**src/rtl/sbio_tx_scheduler.sv**
```systemverilog
// sbio_tx_scheduler
//   Shares the serial TX link between three sources (OUT audio samples, READ
//   requests, SCAN words). One winner per frame is serialised as
//   START / HEADER / PAYLOAD onto tx_pins. A READ cap and an OUT credit budget
//   throttle the respective sources.
// Ports
//   clk, reset_n                       clock, async active-low reset
//   out_valid/out_data/out_ready       OUT handshake (ready is a 1-cycle comb pulse)
//   read_valid/read_data/read_ready    READ handshake (payload = address)
//   scan_valid/scan_data/scan_ready    SCAN handshake
//   read_resp                          one READ answered, frees a slot
//   credit_load/credit_value           reload OUT credits
//   tx_pins                            registered serial output
//   busy                               frame in progress
//   reads_pending                      outstanding READ count
//   out_credits                        remaining OUT credits
//   resp_error                         sticky: read_resp with nothing outstanding
module sbio_tx_scheduler #(
  parameter int unsigned IO_BITS        = 2,
  parameter int unsigned PAYLOAD_CYCLES = 8,
  parameter int unsigned MAX_READS      = 2,
  parameter int unsigned CREDIT_BITS    = 4,
  parameter int unsigned CREDITS_INIT   = 3,
  parameter int unsigned HDR_SCAN       = 0,
  parameter int unsigned HDR_OUT        = 1,
  parameter int unsigned HDR_READ       = 2
) (
  input  logic                                clk,
  input  logic                                reset_n,
  input  logic                                out_valid,
  input  logic [PAYLOAD_CYCLES*IO_BITS-1:0]   out_data,
  output logic                                out_ready,
  input  logic                                read_valid,
  input  logic [PAYLOAD_CYCLES*IO_BITS-1:0]   read_data,
  output logic                                read_ready,
  input  logic                                scan_valid,
  input  logic [PAYLOAD_CYCLES*IO_BITS-1:0]   scan_data,
  output logic                                scan_ready,
  input  logic                                read_resp,
  input  logic                                credit_load,
  input  logic [CREDIT_BITS-1:0]              credit_value,
  output logic [IO_BITS-1:0]                  tx_pins,
  output logic                                busy,
  output logic [2:0]                          reads_pending,
  output logic [CREDIT_BITS-1:0]              out_credits,
  output logic                                resp_error
);

  localparam int unsigned WORD_SIZE = PAYLOAD_CYCLES * IO_BITS;
  localparam int unsigned CNT_W     = (PAYLOAD_CYCLES > 1) ? $clog2(PAYLOAD_CYCLES) : 1;
  localparam logic [CNT_W-1:0] CNT_LAST = CNT_W'(PAYLOAD_CYCLES - 1);

  typedef enum logic [1:0] {
    S_IDLE    = 2'd0,
    S_START   = 2'd1,
    S_HEADER  = 2'd2,
    S_PAYLOAD = 2'd3
  } state_e;

  state_e                 state_q, state_d;
  logic [CNT_W-1:0]       cnt_q, cnt_d;
  logic [WORD_SIZE-1:0]   shift_q, shift_d;
  logic [IO_BITS-1:0]     hdr_q, hdr_d;
  logic [IO_BITS-1:0]     tx_pins_q, tx_pins_d;
  logic                   busy_q, busy_d;
  // 1: READ wins the next READ/SCAN tie. Reset treats SCAN as last served.
  logic                   rr_read_q, rr_read_d;
  logic [2:0]             reads_pending_q, reads_pending_d;
  logic [CREDIT_BITS-1:0] out_credits_q, out_credits_d;
  logic                   resp_error_q, resp_error_d;

  logic out_elig, read_elig, scan_elig, arb_en;
  logic grant_out, grant_read, grant_scan, grant_any;

  // Eligibility and arbitration: OUT fixed priority, READ/SCAN round-robin
  always_comb begin
    out_elig   = out_valid && (out_credits_q != '0);
    read_elig  = read_valid && (reads_pending_q < 3'(MAX_READS));
    scan_elig  = scan_valid;
    arb_en     = (state_q == S_IDLE) || ((state_q == S_PAYLOAD) && (cnt_q == CNT_LAST));
    grant_out  = arb_en && out_elig;
    grant_read = arb_en && !out_elig && read_elig && (!scan_elig || rr_read_q);
    grant_scan = arb_en && !out_elig && scan_elig && (!read_elig || !rr_read_q);
    grant_any  = grant_out || grant_read || grant_scan;
  end

  // Ready is the grant itself; held low while reset is asserted
  assign out_ready  = grant_out  & reset_n;
  assign read_ready = grant_read & reset_n;
  assign scan_ready = grant_scan & reset_n;

  // Next-state, serialiser and flow-control counters
  always_comb begin
    state_d         = state_q;
    cnt_d           = cnt_q;
    shift_d         = shift_q;
    hdr_d           = hdr_q;
    tx_pins_d       = '0;
    rr_read_d       = rr_read_q;
    reads_pending_d = reads_pending_q;
    out_credits_d   = out_credits_q;
    resp_error_d    = resp_error_q;

    // tx_pins_d is the symbol the link carries during the following cycle
    case (state_q)
      S_IDLE: begin
        if (grant_any) begin
          state_d   = S_START;
          tx_pins_d = IO_BITS'(1);
        end
      end
      S_START: begin
        state_d   = S_HEADER;
        tx_pins_d = hdr_q;
      end
      S_HEADER: begin
        state_d   = S_PAYLOAD;
        cnt_d     = '0;
        tx_pins_d = shift_q[IO_BITS-1:0];
        shift_d   = shift_q >> IO_BITS;
      end
      S_PAYLOAD: begin
        if (cnt_q == CNT_LAST) begin
          if (grant_any) begin
            state_d   = S_START;
            tx_pins_d = IO_BITS'(1);
          end else begin
            state_d   = S_IDLE;
          end
        end else begin
          cnt_d     = cnt_q + CNT_W'(1);
          tx_pins_d = shift_q[IO_BITS-1:0];
          shift_d   = shift_q >> IO_BITS;
        end
      end
      default: state_d = S_IDLE;
    endcase

    // Capture the winner's word and header code
    if (grant_out) begin
      shift_d = out_data;
      hdr_d   = IO_BITS'(HDR_OUT);
    end else if (grant_read) begin
      shift_d   = read_data;
      hdr_d     = IO_BITS'(HDR_READ);
      rr_read_d = 1'b0;
    end else if (grant_scan) begin
      shift_d   = scan_data;
      hdr_d     = IO_BITS'(HDR_SCAN);
      rr_read_d = 1'b1;
    end

    // Outstanding READs; a simultaneous grant and response cancel out
    if (grant_read && !read_resp) begin
      reads_pending_d = reads_pending_q + 3'd1;
    end else if (!grant_read && read_resp) begin
      if (reads_pending_q == '0) begin
        resp_error_d = 1'b1;
      end else begin
        reads_pending_d = reads_pending_q - 3'd1;
      end
    end

    // OUT credits; a load in the grant cycle already pays for that grant
    if (credit_load) begin
      out_credits_d = (grant_out && (credit_value != '0)) ? credit_value - CREDIT_BITS'(1)
                                                          : credit_value;
    end else if (grant_out) begin
      out_credits_d = out_credits_q - CREDIT_BITS'(1);
    end

    busy_d = (state_d != S_IDLE);
  end

  // State and output registers
  always_ff @(posedge clk or negedge reset_n) begin
    if (!reset_n) begin
      state_q         <= S_IDLE;
      cnt_q           <= '0;
      shift_q         <= '0;
      hdr_q           <= '0;
      tx_pins_q       <= '0;
      busy_q          <= 1'b0;
      rr_read_q       <= 1'b1;
      reads_pending_q <= '0;
      out_credits_q   <= CREDIT_BITS'(CREDITS_INIT);
      resp_error_q    <= 1'b0;
    end else begin
      state_q         <= state_d;
      cnt_q           <= cnt_d;
      shift_q         <= shift_d;
      hdr_q           <= hdr_d;
      tx_pins_q       <= tx_pins_d;
      busy_q          <= busy_d;
      rr_read_q       <= rr_read_d;
      reads_pending_q <= reads_pending_d;
      out_credits_q   <= out_credits_d;
      resp_error_q    <= resp_error_d;
    end
  end

  assign tx_pins       = tx_pins_q;
  assign busy          = busy_q;
  assign reads_pending = reads_pending_q;
  assign out_credits   = out_credits_q;
  assign resp_error    = resp_error_q;

endmodule

```
**config.mk**
```make
export PLATFORM = sky130hd
export DESIGN_NAME = sbio_tx_scheduler
export DESIGN_NICKNAME = d
export VERILOG_FILES = /design/src/rtl/sbio_tx_scheduler.sv
export SDC_FILE = /design/constraint.sdc
export NUM_CORES = 1
export LEC_CHECK = 0
export CORE_UTILIZATION = 40
export DETAILED_ROUTE_END_ITERATION = 7
export PLACE_DENSITY = 0.83
export SYNTH_ARGS = -nofsm -noshare
export SYNTH_HDL_FRONTEND = slang
export SYNTH_SLANG_ARGS = --single-unit
```
**constraint.sdc**
```tcl
create_clock -name clk -period 3 [get_ports clk]
set_clock_uncertainty 0.1 [all_clocks]
set_input_delay 0.6 -clock clk [delete_from_list [all_inputs] [get_ports clk]]
set_output_delay 0.6 -clock clk [all_outputs]
set_load 0.05 [all_outputs]
```
Word-level counts from Yosys, hierarchy flattened

Cells that the tools add are included.

Register bits after elaboration: 35
Output and inout bits: 14
Logic and storage cells: 91

Add/subtract/negate cells: 5
$lt $le $gt $ge: 1
Eq/ne operators: 7
Muxes and demuxes: 24
Bitwise gates (word level): 5
Reduce and logical (&&, ||, !) cells: 39

Operators with widths:

| operator                                                    | number |
|---|---|
| two-way mux 16 bit                                          | 4 |
| case mux 16 bit (2 select lines)                            | 1 |
| case mux 2 bit (4 select lines)                             | 2 |
| logical AND 1 bit                                           | 12 |
| two-way mux 2 bit                                           | 6 |
| two-way mux 3 bit                                           | 4 |
| two-way mux 4 bit                                           | 3 |
| nonzero test 2 bit                                          | 5 |
| AND reduction 2 bit                                         | 4 |
| nonzero test 4 bit                                          | 2 |
| subtractor 4 x 1 -> 4 bit (second input constant)           | 2 |
| adder 3 x 1 -> 3 bit (second input constant)                | 2 |
| logical NOT 1 bit                                           | 6 |
| case mux 3 bit (2 select lines)                             | 1 |
| logical OR 1 bit                                            | 5 |
| inequality test 5 bit (second input constant)               | 1 |
| nonzero test 5 bit                                          | 1 |
| == test 2 bit (second input constant)                       | 2 |
| inequality test 2 bit (second input constant)               | 2 |
| bitwise AND 1 bit                                           | 3 |
| == test 3 bit (second input constant)                       | 1 |
| logical NOT 3 bit                                           | 1 |
| less-than comparator 3 x 2 -> 1 bit (second input constant) | 1 |
| two-way mux 1 bit                                           | 3 |
| other kinds (6)                                             | 7 |

Depth between registers and ports, before layout

Depth in word-level cells: 12
Mapped depth: 13

Worst setup path after synthesis

OpenSTA, ideal clock, no wires.

Path type: register to output
From: reg out_credits_q[0] (netlist: out_credits[0])
To: out scan_ready
Arrival: 2.261 ns
Setup slack: 0.039 ns
Stages on the path, launching flop included: 10
Buffers on the path: 3
Path through: dfstp_2 > inv_1 > ha_1 > or3b_1 > buf_2 > nand2_1 > and3_1 > clkbuf_1 > buf_2 > and2_1

Cells in the longest elaborated chain, start to end: 7

RTL lines:

| item                           | RTL line | RTL |
|---|---|---|
| from (decl)                    | 69       | `logic [CREDIT_BITS-1:0] out_credits_q, out_credits_d;` |
| from (signal assigned)         | 186      | `out_credits_q <= CREDIT_BITS'(CREDITS_INIT);` |
| from (signal assigned)         | 197      | `out_credits_q <= out_credits_d;` |
| nonzero test 4 bit             | 77       | `out_elig = out_valid && (out_credits_q != '0);` |
| logical AND 1 bit              | 77       |  |
| logical NOT 1 bit              | 83       | `grant_scan = arb_en && !out_elig && scan_elig && (!read_elig \|\| !rr_read_q);` |
| logical AND 1 bit (3 in a row) | 83       |  |
| bitwise AND 1 bit              | 90       | `assign scan_ready = grant_scan & reset_n;` |
| to (decl)                      | 38       | `output logic scan_ready,` |

Every way passes these cells.

Worst setup path in the final report

From: in read_valid
To: out scan_ready

Cells in the longest elaborated chain, start to end: 5

RTL lines:

| item              | RTL line | RTL |
|---|---|---|
| from (decl)       | 33       | `input logic read_valid,` |
| logical AND 1 bit | 78       | `read_elig = read_valid && (reads_pending_q < 3'(MAX_READS));` |
| logical NOT 1 bit | 83       |  |
| logical OR 1 bit  | 83       |  |
| logical AND 1 bit | 83       |  |
| bitwise AND 1 bit | 90       |  |

Every way passes these cells.

==> metrics.csv <==
stage,metric,value,unit
floorplan,core-area,5240,um^2
sta,drv_slew,0,
grt,top_usage_layer,met2,
grt,grtUsageMet2,0.386,
critical_path,cp-start-kind,input pin,
detailed_routing,drtIter0Drc,317,
min_path,hold_path_class,in -> async,
sta,setup_viol,0,
clock_network,root_buffer,clkbuf_8,
floorplan,fp.dieArea,5840,um^2
floorplan,rows,26,
critical_path,cp.required,2.30,ns
placement,dp.final_hpwl,4830,um
floorplan,dieHeight,76.5,um
clock_network,cts_hold_buffers,0,
power,power_density,800,nW/um^2
power,leakage,1.32,nW
grt,grt_overflow,0,
sta,hold_viol,0,
critical_path,cpPeakStageDelay,0.45,ns
detailed_routing,drt.antenna.violating_nets,0,
sta,fin_crit_sh,0.959,
grt,grt_max_degree,21,
final_layout,multiInputGateArea,1210,um^2
synthesis,synth_edf_count,0,
floorplan,floorplan.initialDensity,0.423,
final_layout,drive_gt1_frac,0.165,
floorplan,dieWidth,76.5,um
synthesis,syn-num-nets,314,
clock_network,cts_max_level,2,
synthesis,synth_area,2220,um^2
detailed_routing,routed_via_density,5.86,
synthesis,synth-seq-area-share,0.397,
critical_path,worstSetupPathType,in -> out,
detailed_routing,wl_per_cell,17.0,um
grt,antenna_found_initial,0,
clock_network,cts.sinks,35,
sta,rsz0062_at_grt,no,
final_layout,fin_cells,397,
grt,use_met1,0.323,
placement,place.gp.congestion,0.825,
sta,worstMarginPinSlew,0.540,ns
final_layout,seq_area,880,um^2
floorplan,num_io_pins,73,
critical_path,end_kind,output port,
synthesis,synth_cell_types,49,
synthesis,synth_top_area_share,0.361,
grt,grt_util_all_layers,0.242,
clock_network,clockBufferDepth,2,
sta,max_slew_margin,0.639,
synthesis,yosysWarnings,0,
synthesis,yosys-top-cells-area,"dfrtp_1 (36%), o21ai_0 (8.4%), nand3_1 (7.0%)",
final_layout,diodes,0,
synthesis,syn_avg_cell_area,8.94,um^2
status,outcome,"finished, final reports clean",
synthesis,syn_inst,248,
clock_network,path_clk_slew,0.07,ns
placement,dp_slack,-0.0844,ns
critical_path,cp_max_fo,19,
sta,finalCriticalPeriod,2.88,ns
clock_network,cts_made_buffers,5,
final_layout,fin_nets,392,
detailed_routing,route.detailed.drc,0,
sta,layout_setup_ws,0.123,ns
placement,placed_cell_area,3080,um^2
final_layout,areaGrowthSynthToFinish,44.4,%
placement,io_buffers,72,
detailed_routing,via_count,2325,
placement,place_inst,388,
critical_path,crit_slowest_cell,clkdlybuf4s50_1,
critical_path,path_cells,clkdlybuf4s50_1 > nor3b_2 > buf_4 > a21boi_1 > and3_1 > and2_1 > buf_12,
critical_path,r2r_start,cnt_q[1]$_DFFE_PN0P_,
grt,grt_pass1_wl,11100,um
detailed_routing,wirelength,6740,um
clock_network,cts_tree,yes,
detailed_routing,drt_pass1_iterations,6,
sta,hold_slack,0.0769,ns
grt,grt_use_met3,0.0503,
sta,fmax,348,MHz
synthesis,synth_largest_area_cell,dfrtp_1,
final_layout,fin_area,3200,um^2
power,vdd_drop_max,494,uV
synthesis,ys_ff_latch,35,
synthesis,synth_flop_cell,dfrtp_1,
clock_network,insertion_delay,0.29,ns
grt,grt_pass1_vias,2253,
critical_path,worstPathArrival,2.18,ns
final_layout,nFillCells,452,
final_layout,final_util,0.611,
synthesis,async_flop_share,1.00,
run,cap_violations,0,
critical_path,crit_start,read_valid,
[report_power, final]
part / total [mW] / switching (mW) / internal [mW]
combinational: 1.38 / 0.793 / 0.590
clock: 0.334 / 0.171 / 0.163
sequential: 0.844 / 0.176 / 0.668
total: 2.56 / 1.14 / 1.42
[state kept, by name (all words and copies together), names as in the netlist]
signal and count:
tx_pins 2, out_credits 4, rr_read_q 1, resp_error 1, shift_q 16, busy 1, state_q 2, cnt_q 3
reads_pending 3, hdr_q 2
[worst max-delay path: cells and delay by family]
| kind | cells | cell delay [ns] |
|---|---|---|
| AOI/OAI and AO/OA | 1 | 0.12 |
| and+or+nand+nor | 3 | 0.57 |
| buffers and inverters | 3 | 0.89 |
[per-stage QoR]
stage,power (mW),TNS [ns]
floorplan,1.75,0
global placement,2.11,0
detailed placement,2.17,-0.0844
finish,2.56,0
CTS,2.54,0
global route,2.74,0
[placed cells by master (no fill, tap or decap), types with 2 or more instances in the layout]
master / count
nand2_1: 12
dfstp_2: 3
a22oi_1: 2
clkbuf_1: 2
mux2i_1: 6
inv_1: 13
nor3b_2: 2
nor3_1: 3
nand3_1: 31
ha_1: 4
o21ai_2: 9
xor2_1: 2
dfrtp_1: 32
clkbuf_8: 5
nor4_1: 2
nor2_1: 9
a21o_1: 2
a222oi_1: 14
buf_12: 3
clkdlybuf4s50_1: 68
buf_4: 19
a21oi_2: 2
o22ai_1: 3
xnor2_1: 3
and3_1: 2
nor2b_1: 3
a21oi_1: 6
a221o_1: 2
o21ai_0: 37
[cells in the mapped netlist, drive strengths merged, types with 4 or more instances]
master / n
buf: 12
nand2: 13
ha: 6
nand3: 31
nor3: 4
a222oi: 14
nor2: 9
clkbuf: 8
dfrtp: 32
mux2i: 6
o21ai: 47
inv: 14
a21oi: 8
[layout make-up]
| class | count | area share |
|---|---|---|
| multi-input cells | 179 | 0.379 |
| repair buffers | 91 | 0.277 |
| flip-flops and latches | 35 | 0.275 |
| well taps | 70 | 0.0274 |
| clock buffers | 7 | 0.0238 |
| inverters | 14 | 0.0164 |
| clock inverters | 1 | 0.00156 |
[layer usage]
layer  vias up  wire, um
li1       1084         -
met1      1100      2830
met2       125      3300
met3        16       466
met4         0       137
met5         -         0
[logic make-up after synthesis]
| kind of cell | after synthesis | synth area share |
|---|---|---|
| compound gates | 85 | 0.263 |
| simple gates | 75 | 0.173 |
| flops | 35 | 0.397 |
| buf+inv | 34 | 0.0728 |
| mux | 7 | 0.0322 |
| fa+ha+maj | 7 | 0.0429 |
| xor+xnor | 5 | 0.0198 |
[final timing paths]
path | end | slack (ns) | cells after the start
worst max-delay path | scan_ready | 0.12 | 7
worst min-delay path | shift_q[2]$_DFFE_PN0P_ | 0.08 | 1
worst max register to register | reads_pending[2]$_DFFE_PN0P_ | 0.29 | 13
worst min register to register | resp_error$_DFFE_PN0P_ | 0.38 | 1
max in group asynchronous | out_credits[1]$_DFFE_PN1P_ | 2.15 | 2
min in group clk | resp_error$_DFFE_PN0P_ | 0.38 | 1
[timing repair]
item / 4_1_cts / 5_1_grt
pin swaps: 0 / 1
buffers inserted: 1 / 0
endpoints found under the setup margin: 1 / 2
gates resized for setup: 4 / 6
Power figures use the tool's default switching activity.
